--- config.mk ---
export PLATFORM = sky130hd
export DESIGN_NAME = fx2_commit_fifo
export DESIGN_NICKNAME = d
export VERILOG_FILES = /design/src/rtl/fx2_pkg.sv /design/src/rtl/fx2_commit_fifo.sv
export SDC_FILE = /design/constraint.sdc
export NUM_CORES = 1
export LEC_CHECK = 0
export BUFFER_PORTS_ARGS = -buffer_cell sky130_fd_sc_hd__buf_2
export CAP_MARGIN = 20
export CORE_MARGIN = 5
export CORE_UTILIZATION = 56
export DETAILED_ROUTE_END_ITERATION = 16
export PLACE_DENSITY = 0.75
export SETUP_SLACK_MARGIN = 0.1
export SLEW_MARGIN = 20
export SYNTH_ARGS = -nofsm -noshare
export SYNTH_HDL_FRONTEND = slang
export SYNTH_SLANG_ARGS = --single-unit
--- constraint.sdc ---
create_clock -name i_clk -period 2 [get_ports i_clk]
set_clock_uncertainty 0.1 [all_clocks]
set_input_delay 0.2 -clock i_clk [delete_from_list [all_inputs] [get_ports i_clk]]
set_output_delay 0.2 -clock i_clk [all_outputs]
set_load 0.1 [all_outputs]
--- src/rtl/fx2_pkg.sv ---
// Shared definitions for the FX2 slave-FIFO host model: endpoint
// addresses, flag bit positions and pointer sizing.
package fx2_pkg;

    // FIFOADR encodings as seen on the slave-FIFO bus
    typedef enum logic [1:0] {
        EP_ADDR_EP2 = 2'b00,
        EP_ADDR_EP4 = 2'b01,
        EP_ADDR_EP6 = 2'b10,
        EP_ADDR_EP8 = 2'b11
    } ep_addr_e;

    localparam logic [1:0] EP2 = EP_ADDR_EP2;
    localparam logic [1:0] EP4 = EP_ADDR_EP4;
    localparam logic [1:0] EP6 = EP_ADDR_EP6;
    localparam logic [1:0] EP8 = EP_ADDR_EP8;

    // Bit positions inside the flags bus
    localparam int FLAG_EP2_NE = 0;
    localparam int FLAG_EP6_NF = 1;
    localparam int FLAG_RSVD   = 2;

    // Pointers carry one extra wrap bit so full and empty can be told apart
    function automatic int ptrBits(input int depth);
        return $clog2(depth) + 1;
    endfunction

endpackage

--- src/rtl/fx2_commit_fifo.sv ---
// Command buffer behind EP2: a circular RAM with write, commit and read
// pointers. Bytes between commit and write are staged and invisible to
// the reader; bytes between read and commit are readable.
module fx2_commit_fifo
    import fx2_pkg::*;
#(
    parameter int DEPTH = 64
) (
    input  logic       i_clk,
    input  logic       i_reset,
    input  logic       i_wr,
    input  logic [7:0] i_wdata,
    input  logic       i_commit,
    input  logic       i_rd,
    output logic [7:0] o_rdata,
    output logic       o_empty,
    output logic       o_full,
    output logic       o_drainedNext
);

    localparam int PW = ptrBits(DEPTH);
    localparam int AW = PW - 1;

    logic [7:0]    r_mem [DEPTH];
    logic [PW-1:0] r_wrPtr;
    logic [PW-1:0] r_commitPtr;
    logic [PW-1:0] r_rdPtr;

    logic [PW-1:0] w_wrPtrNext;
    logic [PW-1:0] w_rdPtrNext;
    logic [PW-1:0] w_commitPtrNext;
    logic [PW-1:0] w_used;

    // The caller qualifies i_wr with o_full and i_rd with o_empty
    assign w_wrPtrNext     = i_wr ? r_wrPtr + PW'(1) : r_wrPtr;
    assign w_rdPtrNext     = i_rd ? r_rdPtr + PW'(1) : r_rdPtr;
    // A commit also covers a byte written on the same edge
    assign w_commitPtrNext = i_commit ? w_wrPtrNext : r_commitPtr;

    assign w_used        = r_wrPtr - r_rdPtr;
    assign o_full        = (w_used == PW'(DEPTH));
    assign o_empty       = (r_rdPtr == r_commitPtr);
    assign o_drainedNext = (w_rdPtrNext == w_commitPtrNext);
    assign o_rdata       = r_mem[r_rdPtr[AW-1:0]];

    // Storage array; contents need no reset because pointers gate visibility
    always_ff @(posedge i_clk) begin
        if (i_wr) begin
            r_mem[r_wrPtr[AW-1:0]] <= i_wdata;
        end
    end

    // Pointer registers; reset throws away staged and committed bytes alike
    always_ff @(posedge i_clk) begin
        if (i_reset) begin
            r_wrPtr     <= '0;
            r_commitPtr <= '0;
            r_rdPtr     <= '0;
        end else begin
            r_wrPtr     <= w_wrPtrNext;
            r_commitPtr <= w_commitPtrNext;
            r_rdPtr     <= w_rdPtrNext;
        end
    end

endmodule

==> results of run 1 <==
registers in the layout, indices dropped and copies added (netlist names):
name / cells
r_mem: 512
r_wrPtr: 7
r_commitPtr: 7
r_rdPtr: 7
cell families (layout without fill, tap and decap cells):
logic type / count (synthesis) / after routing / share of synthesized area [%]
buf+inv: 68 / 366 / 1.82
compound gates: 87 / 87 / 2.58
flops: 533 / 533 / 75.1
fa+ha+maj: 8 / 8 / 0.476
mux: 134 / 134 / 14.0
simple gates: 229 / 229 / 4.85
xor+xnor: 29 / 29 / 1.21
what timing repair did:
| item | CTS | global route |
|---|---|---|
| setup endpoints to repair | 472 | 395 |
| hold endpoints to repair | 21 | 0 |
| gates resized for setup | 129 | 83 |
| gates cloned | 3 | 2 |
| pin swaps | 27 | 17 |
| setup buffers | 20 | 13 |
| hold buffers | 6 | 0 |
critical path: stages (launching register included):
cell	delay, ps
sky130_fd_sc_hd__dfxtp_4	380
sky130_fd_sc_hd__buf_4	130
sky130_fd_sc_hd__buf_12	160
sky130_fd_sc_hd__mux4_2	540
sky130_fd_sc_hd__o22ai_1	250
sky130_fd_sc_hd__o21ai_0	250
sky130_fd_sc_hd__nand3_2	170
sky130_fd_sc_hd__o41ai_4	120
sky130_fd_sc_hd__buf_12	190
how the worst max path moves through the flow:
stage                     from       endpoint  slack (ps)  cells past startpoint
global route        r_rdPtr[0]     o_rdata[0]       -1220                     11
detailed placement  r_rdPtr[0]     o_rdata[5]        -630                      8
finish              r_rdPtr[0]     o_rdata[2]       -1110                      8
floorplan           r_wrPtr[1]  o_drainedNext        -690                      7
global placement    r_rdPtr[0]     o_rdata[7]        -510                      8
CTS                 r_rdPtr[0]     o_rdata[3]       -1090                      8
power by group:
| part | internal (mW) | leakage [nW] | switching [mW] |
|---|---|---|---|
| Clock | 4.84 | 0.756 | 4.13 |
| Combinational | 1.19 | 3.16 | 1.39 |
| Sequential | 12.3 | 4.78 | 0.0227 |
| Total | 18.3 | 8.70 | 5.54 |
routing by layer:
layer	track usage, %	wire length, µm	share of wire (%)	vias up
met2	40.9	26200	50	617
li1	-	-	-	4932
met1	34.4	19800	38	6088
met3	5.36	4200	8.1	115
met4	8.19	1740	3.3	0
met5	0	0	0	-
cell usage after synthesis (12+ instances only):
cell type                  count
sky130_fd_sc_hd__mux4_2      128
sky130_fd_sc_hd__nand2_1      70
sky130_fd_sc_hd__o21ai_0      19
sky130_fd_sc_hd__nand3_1      19
sky130_fd_sc_hd__edfxtp_1    512
sky130_fd_sc_hd__dfxtp_1      21
sky130_fd_sc_hd__nor2_1       99
sky130_fd_sc_hd__buf_2        18
sky130_fd_sc_hd__o22ai_1      48
sky130_fd_sc_hd__xnor2_1      17
sky130_fd_sc_hd__clkbuf_1     24
sky130_fd_sc_hd__xor2_1       12
cell type report:
| type | count | area (µm²) |
|---|---|---|
| clock buffers | 64 | 1350 |
| clock inverters | 31 | 215 |
| fillers | 2115 | 10700 |
| inverters | 6 | 26.3 |
| multi-input cells | 487 | 5830 |
| flip-flops and latches | 533 | 15800 |
| well taps | 511 | 639 |
| repair buffers | 265 | 2830 |
through the flow:
step	std cells	hold WS (ps)	utilization, %	total power [mW]
2_1_floorplan	1088	172	-	13.9
3_3_place_gp	1757	438	63.4	14.7
3_5_place_dp	1758	450	63.5	14.7
4_1_cts	1882	-17.5	70.2	23.9
5_1_grt	1897	8.91	71.4	24.7
6_report	1897	24.3	71.4	23.8
==> metrics.sh, run 1 <==
POSTLAYOUTCELLAREA_UM2=26700
RUN_STATUS='complete, but fails checks'
DETAILED_PLACE.AREA_UM2=23700
INITIAL_ANTENNA_VIOLATION_COUNT=0
HP-START='i_commit'
SYNTHTOLAYOUTAREAGROWTH_PCT=26.9
CTS-ROOT-TO-SINK-BUFFERS=3
POWER_LEAKAGE_nW=8.70
CRITICAL_PATH.REG2REG.ENDPOINT='r_mem[46][1]'
MAX_CAP_VIOL_COUNT=0
PLACED_WIRE_LENGTH_ESTIMATE_MM=30.3
NUMCLOCKSINKS=533
SETUP-TNS-FINAL_PS=-10570
YS_FF_LATCH=533
VIOLATED_CHECKS='negative setup slack'
SYN_INST=1088
SYNTH_WARNINGS=0
REG2REG_DEPTH=6
HOLD-PATH-ENDPOINT='r_commitPtr[6]'
GRT.TOTAL_USAGE_PCT=25.0
DIE_BOUNDARY_WIDTH_UM=204
POSTROUTEWIRELENGTH_MM=51.9
SYN_NETS=1109
FP.DIEH_UM=204
ARRIVAL_TIME_AT_THE_WORST_ENDPOINT_PS=2810
AVGVIACOUNTPERCELL=6.20
R2R_START='r_wrPtr[0]'
LAYOUT_MIN_CYCLE_TIME_PS=3110
WORST_SETUP_PATH_START_KIND='flip-flop'
MOST-COMMON-LAYOUT-CELLS='sky130_fd_sc_hd__edfxtp_1 (512), sky130_fd_sc_hd__buf_4 (157), sky130_fd_sc_hd__mux4_2 (128), sky130_fd_sc_hd__nor2_1 (59), sky130_fd_sc_hd__nand2_1 (58)'
SYNTH_AREA_UM2=21000
DETAILROUTE.VIA_COUNT=11800
FINAL_LAYOUT_SIZE_SUFFIX_GT1_SHARE_PCT=44.6
CRIT_REQUIRED_PS=1700
IO-PIN-COUNT=24
DRTITER0DRC=1555
CTS-ROOT-BUF='sky130_fd_sc_hd__clkbuf_16'
MAXSLEWHEADROOM_PCT=46.5
SYNTH_EDF_COUNT=512
IR_DROP_mV=0.741
CTS-HTREE-LEVELS=2
WL_PER_CELL_UM=27.4
FINALHOLDVIOLATIONS=0
POWER-PER-CELL-AREA_nW_PER_UM2=893
SYNTH.LARGEST_AREA_CELL='sky130_fd_sc_hd__edfxtp_1'
FINALSETUPVIOLCOUNT=11
CTS_MADE_BUFFERS=52
SHARE_OF_THE_SYNTHESIZED_AREA_IN_THE_TOP_CELL_TYPE_PCT=73.1
ASYNC_FLOP_SHARE_PCT=0
TIMING_WORST_SETUP_PATH_TYPE='flip-flop to primary output'
WHS_PATH_DEPTH=3
MIN_PERIOD_OVER_PERIOD_PCT=155
PORTBUFFERS=23
YOSYS_MOST_USED_DFF='sky130_fd_sc_hd__edfxtp_1'
WORST-R2R-SETUP-SLACK_PS=110
TIGHTEST_PIN_TRANSITION_PS=803
FP.DIEAREA_UM2=41500
TIMING.FINAL.WS_SETUP_PS=-1110
GRT_FIRST_PASS_WIRELENGTH_MM=77.0
EFFECTIVE_UTILIZATION_AT_FLOORPLAN_PCT=56.3
HOLD_PATH_CLASS='input pin to flip-flop'
CTS_TREE='built'
CLK_LATENCY_PS=610
OVERFLOW=0
GP_CONGESTION=0.853
POST-PLACE-WS_PS=-629
GRT_MAX_DEGREE=65
PORTION_OF_THE_POST_SYNTHESIS_AREA_USED_BY_SEQUENTIAL_ELEMENTS_PCT=75.1
AREA_CONTRIBUTORS_POST_SYNTH='sky130_fd_sc_hd__edfxtp_1 (73%), sky130_fd_sc_hd__mux4_2 (14%), sky130_fd_sc_hd__dfxtp_1 (2.0%), sky130_fd_sc_hd__nor2_1 (1.8%), sky130_fd_sc_hd__o22ai_1 (1.4%)'
CORE_AREA_UM2=37400
FINAL-MAX-SLEW-VIOLATION-COUNT=0
SYN_AVG_CELL_AREA_UM2=19.3
LEADING_CELL_TYPE_IN_THE_LAYOUT_FILL_AND_TAPS_EXCLUDED='sky130_fd_sc_hd__edfxtp_1'
TIMING.CRITICAL_PATH.TO_TYPE='primary output'
CRITPATHMAXFANOUT=14
ROWS=71
NUM-NETS-FINAL=1366
NUM_ANTENNA_CELLS=0
CTS.CLK_SLEW.WORST_PATHS_PS=70
MAX_FREQ_MHz=322
POST_SYNTH_NUM_CELL_TYPES=41
GRT_SETUP_UNREPAIRED='true'
DRTPASS1ITERATIONS=5
VIAS_IN_THE_FIRST_GLOBAL_ROUTE=12100
DRT_DRC_VIOLATIONS_LEFT=0
ROUTE.ANTENNA.REMAINING_NETS=0
Note: power is estimated with default switching activity, not from simulation.
==> run 2, diff against run 1 <==
--- a/config.mk
+++ b/config.mk
@@ -7,11 +7,13 @@
 export LEC_CHECK = 0
 export BUFFER_PORTS_ARGS = -buffer_cell sky130_fd_sc_hd__buf_2
 export CAP_MARGIN = 20
+export CELL_PAD_IN_SITES_DETAIL_PLACEMENT = 0
+export CELL_PAD_IN_SITES_GLOBAL_PLACEMENT = 1
 export CORE_MARGIN = 5
-export CORE_UTILIZATION = 56
+export CORE_UTILIZATION = 50
 export DETAILED_ROUTE_END_ITERATION = 16
-export PLACE_DENSITY = 0.75
-export SETUP_SLACK_MARGIN = 0.1
+export MAX_ROUTING_LAYER = met4
+export PLACE_DENSITY_LB_ADDON = 0.1
 export SLEW_MARGIN = 20
 export SYNTH_ARGS = -nofsm -noshare
 export SYNTH_HDL_FRONTEND = slang
==> run 2 against run 1 <==
  * Clock-buffer cell count is 1 lower
  * Sequential cell count unchanged
  * Fmax increased by 0.37%
  * Utilization shrank 7.7 points
  * Sequential share of layout area grew 0.25 points
  * The flow still finishes with violations (negative setup slack)
  * Via count decreased by 5.7%
  * Combinational power decreased by 2%
==> metrics.sh, run 2 (same netlist as run 1, synthesis figures left out) <==
PLACED_WIRE_LENGTH_ESTIMATE_MM=30.9  # +2.0%
PATH_CELLS='buf_6 > buf_12 > buf_16 > buf_8 > mux4_2 > o22ai_2 > o21ai_2 > nand3_2 > o41ai_4 > buf_12'
NUM_ANTENNA_CELLS=0  # unchanged
CTS.CLK_SLEW.WORST_PATHS_PS=60  # about the same
LARGEST_REGISTER_FF_COUNT=512  # unchanged
CLK_LATENCY_PS=590  # -20 ps
OVERFLOW=0  # unchanged
WORST_PATH_MAX_DELAY_CELL='sky130_fd_sc_hd__mux4_2'
SEQCELLAREA_UM2=15800  # about the same
WL_PER_CELL_UM=25.1  # -8.2%
CORE_AREA_UM2=41800  # +12%
POWER_LEAKAGE_nW=8.81  # +1.3%
INITIAL_ANTENNA_VIOLATION_COUNT=0  # unchanged
FINAL_CORE_UTIL_PCT=63.7  # -7.7 points
FINAL_CELLS=1935  # +2.0%
VIAS_IN_THE_FIRST_GLOBAL_ROUTE=11300  # -6.5%
MAXSLEWHEADROOM_PCT=50.9  # +4.5 points
DRT-MET1-WL_MM=21.1  # +6.6%
HOLD_PATH_CLASS='input pin to flip-flop'
CTS_TREE='built'
FINALSETUPVIOLCOUNT=11  # unchanged
CTS_MADE_BUFFERS=53  # +1.9%
RUN_STATUS='complete, but fails checks'
VIOLATED_CHECKS='negative setup slack'
DETAILROUTE.VIA_COUNT=11100  # -5.7%
GRT_FIRST_PASS_WIRELENGTH_MM=72.9  # -5.3%
TIMING_WORST_SETUP_PATH_TYPE='flip-flop to primary output'
WL_MET3_MM=2.87  # -32%
MET2_WIRELENGTH_MM=23.7  # -9.6%
MOST-COMMON-LAYOUT-CELLS='sky130_fd_sc_hd__edfxtp_1 (512), sky130_fd_sc_hd__buf_4 (207), sky130_fd_sc_hd__mux4_2 (128), sky130_fd_sc_hd__nor2_1 (92), sky130_fd_sc_hd__nand2_1 (60)'
ARRIVAL_TIME_AT_THE_WORST_ENDPOINT_PS=2790  # -20 ps
CTS-ROOT-TO-SINK-BUFFERS=3  # unchanged
PLACEDCELLCOUNT=1807  # +2.8%
CTS-ROOT-BUF='sky130_fd_sc_hd__clkbuf_16'
WORST_SETUP_PATH_START_KIND='flip-flop'
FINAL_LAYOUT_SIZE_SUFFIX_GT1_SHARE_PCT=42.0  # -2.5 points
MULTI_INPUT_COMB_AREA_UM2=5610  # -3.8%
DRTITER0DRC=1051  # -32%
GP_CONGESTION=0.803  # -5.8%
LEADING_CELL_TYPE_IN_THE_LAYOUT_FILL_AND_TAPS_EXCLUDED='sky130_fd_sc_hd__edfxtp_1'
NUMCLOCKSINKS=533  # unchanged
DRTPASS1ITERATIONS=5  # unchanged
EFFECTIVE_UTILIZATION_AT_FLOORPLAN_PCT=50.4  # -5.9 points
NUM-NETS-FINAL=1380  # +1.0%
TIMING.CRITICAL_PATH.TO_TYPE='primary output'
PORTBUFFERS=23  # unchanged
FINALHOLDVIOLATIONS=0  # unchanged
TIMING.FINAL.WS_SETUP_PS=-1090  # +11.6 ps
SYNTHTOLAYOUTAREAGROWTH_PCT=26.4
FINAL-MAX-SLEW-VIOLATION-COUNT=0  # unchanged
AVGVIACOUNTPERCELL=5.73  # -7.5%
DRT_DRC_VIOLATIONS_LEFT=0  # unchanged
POSTROUTEWIRELENGTH_MM=48.6  # -6.3%
CRIT_REQUIRED_PS=1700  # about the same
POWER-PER-CELL-AREA_nW_PER_UM2=923  # +3.4%
MAX_CAP_VIOL_COUNT=0  # unchanged
LAYOUT_MIN_CYCLE_TIME_PS=3090  # -11.6 ps
ROUTE.ANTENNA.REMAINING_NETS=0  # unchanged
GRT_MAX_DEGREE=65  # unchanged
DIE_BOUNDARY_WIDTH_UM=215  # +5.5%
MIN_PERIOD_OVER_PERIOD_PCT=155  # -0.58 points
FP.DIEAREA_UM2=46300  # +11%
MAXUSEDROUTINGLAYER='met4'
MAX_FREQ_MHz=323  # +0.37%
NUM-FILL-CELLS=2876  # +36%
CTS-HTREE-LEVELS=2  # unchanged
IO-PIN-COUNT=24  # unchanged
IR_DROP_mV=0.781  # +5.4%
WORST_PATH_MOST_REPEATED_CELL='sky130_fd_sc_hd__buf_12'
GRT_SETUP_UNREPAIRED='true'
FP.DIEH_UM=215  # +5.5%
ROWS=75  # +5.6%
GRT.TOTAL_USAGE_PCT=21.8  # -3.2 points
CRITPATHMAXFANOUT=8  # -6
WORST_PATH_LARGEST_CELL_DELAY_PS=510  # -30 ps
TIGHTEST_PIN_TRANSITION_PS=736  # -66.8 ps
## run 2: cell type report
cell class / instances / area share, %
tap: 539 / 2.54
timing repair buffer: 278 / 10.4
clock buffer: 63 / 5.21
sequential: 533 / 59.5
multi-input combinational: 487 / 21.1
clock inverter: 29 / 1.13
inverter: 6 / 0.108
## run 2: path summary, 6_finish.rpt
check	from	end	slack [ps]	cells after the start
hold / removal	i_commit	r_commitPtr[6]	10	3
setup / recovery	r_rdPtr[0]	o_rdata[3]	-1090	10
hold reg to reg	r_commitPtr[6]	r_commitPtr[6]	460	2
setup reg to reg	r_wrPtr[5]	r_mem[46][6]	40	5
## run 2: critical path, delay by kind of cell (launching register included)
family          cells  cell delay (ps)
mux                 1              510
buf+inv             5              770
flops               1              370
compound gates      3              420
simple gates        1              100
## run 2: through the flow
stage	TNS [ps]	worst slack [ps]	area (µm²)	hold WS [ps]	power, mW
after CTS	-11000	-1080	26300	-17.1	24.7
final	-10730	-1090	26600	10.4	24.5
after global placement	-5220	-655	23800	445	14.7
after floorplan	-6420	-688	21400	172	13.9
after detailed placement	-5710	-647	23800	462	14.7
after global routing	-11670	-1170	26600	13.9	25.4
## run 2: routing by layer
layer | vias up | GRT usage (%)
li1 | 4943 | -
met1 | 5747 | 30.7
met2 | 331 | 34.0
met3 | 65 | 3.48
met4 | 0 | 5.74
met5 | - | -
## run 2: what timing repair did
action | in CTS | in global routing
pin swaps | 35 | 35
endpoints found under the setup margin | 32 | 93
cloned | 6 | 1
resized for setup | 94 | 55
buffers inserted | 24 | 8
hold endpoints to repair | 30 | 0
hold buffers | 3 | 0
## run 2: report_power, final
part	leakage, nW	switching, mW	internal, mW
registers	4.78	0.0249	12.3
logic	3.20	1.33	1.21
clock network	0.831	4.03	5.68
total	8.81	5.38	19.2
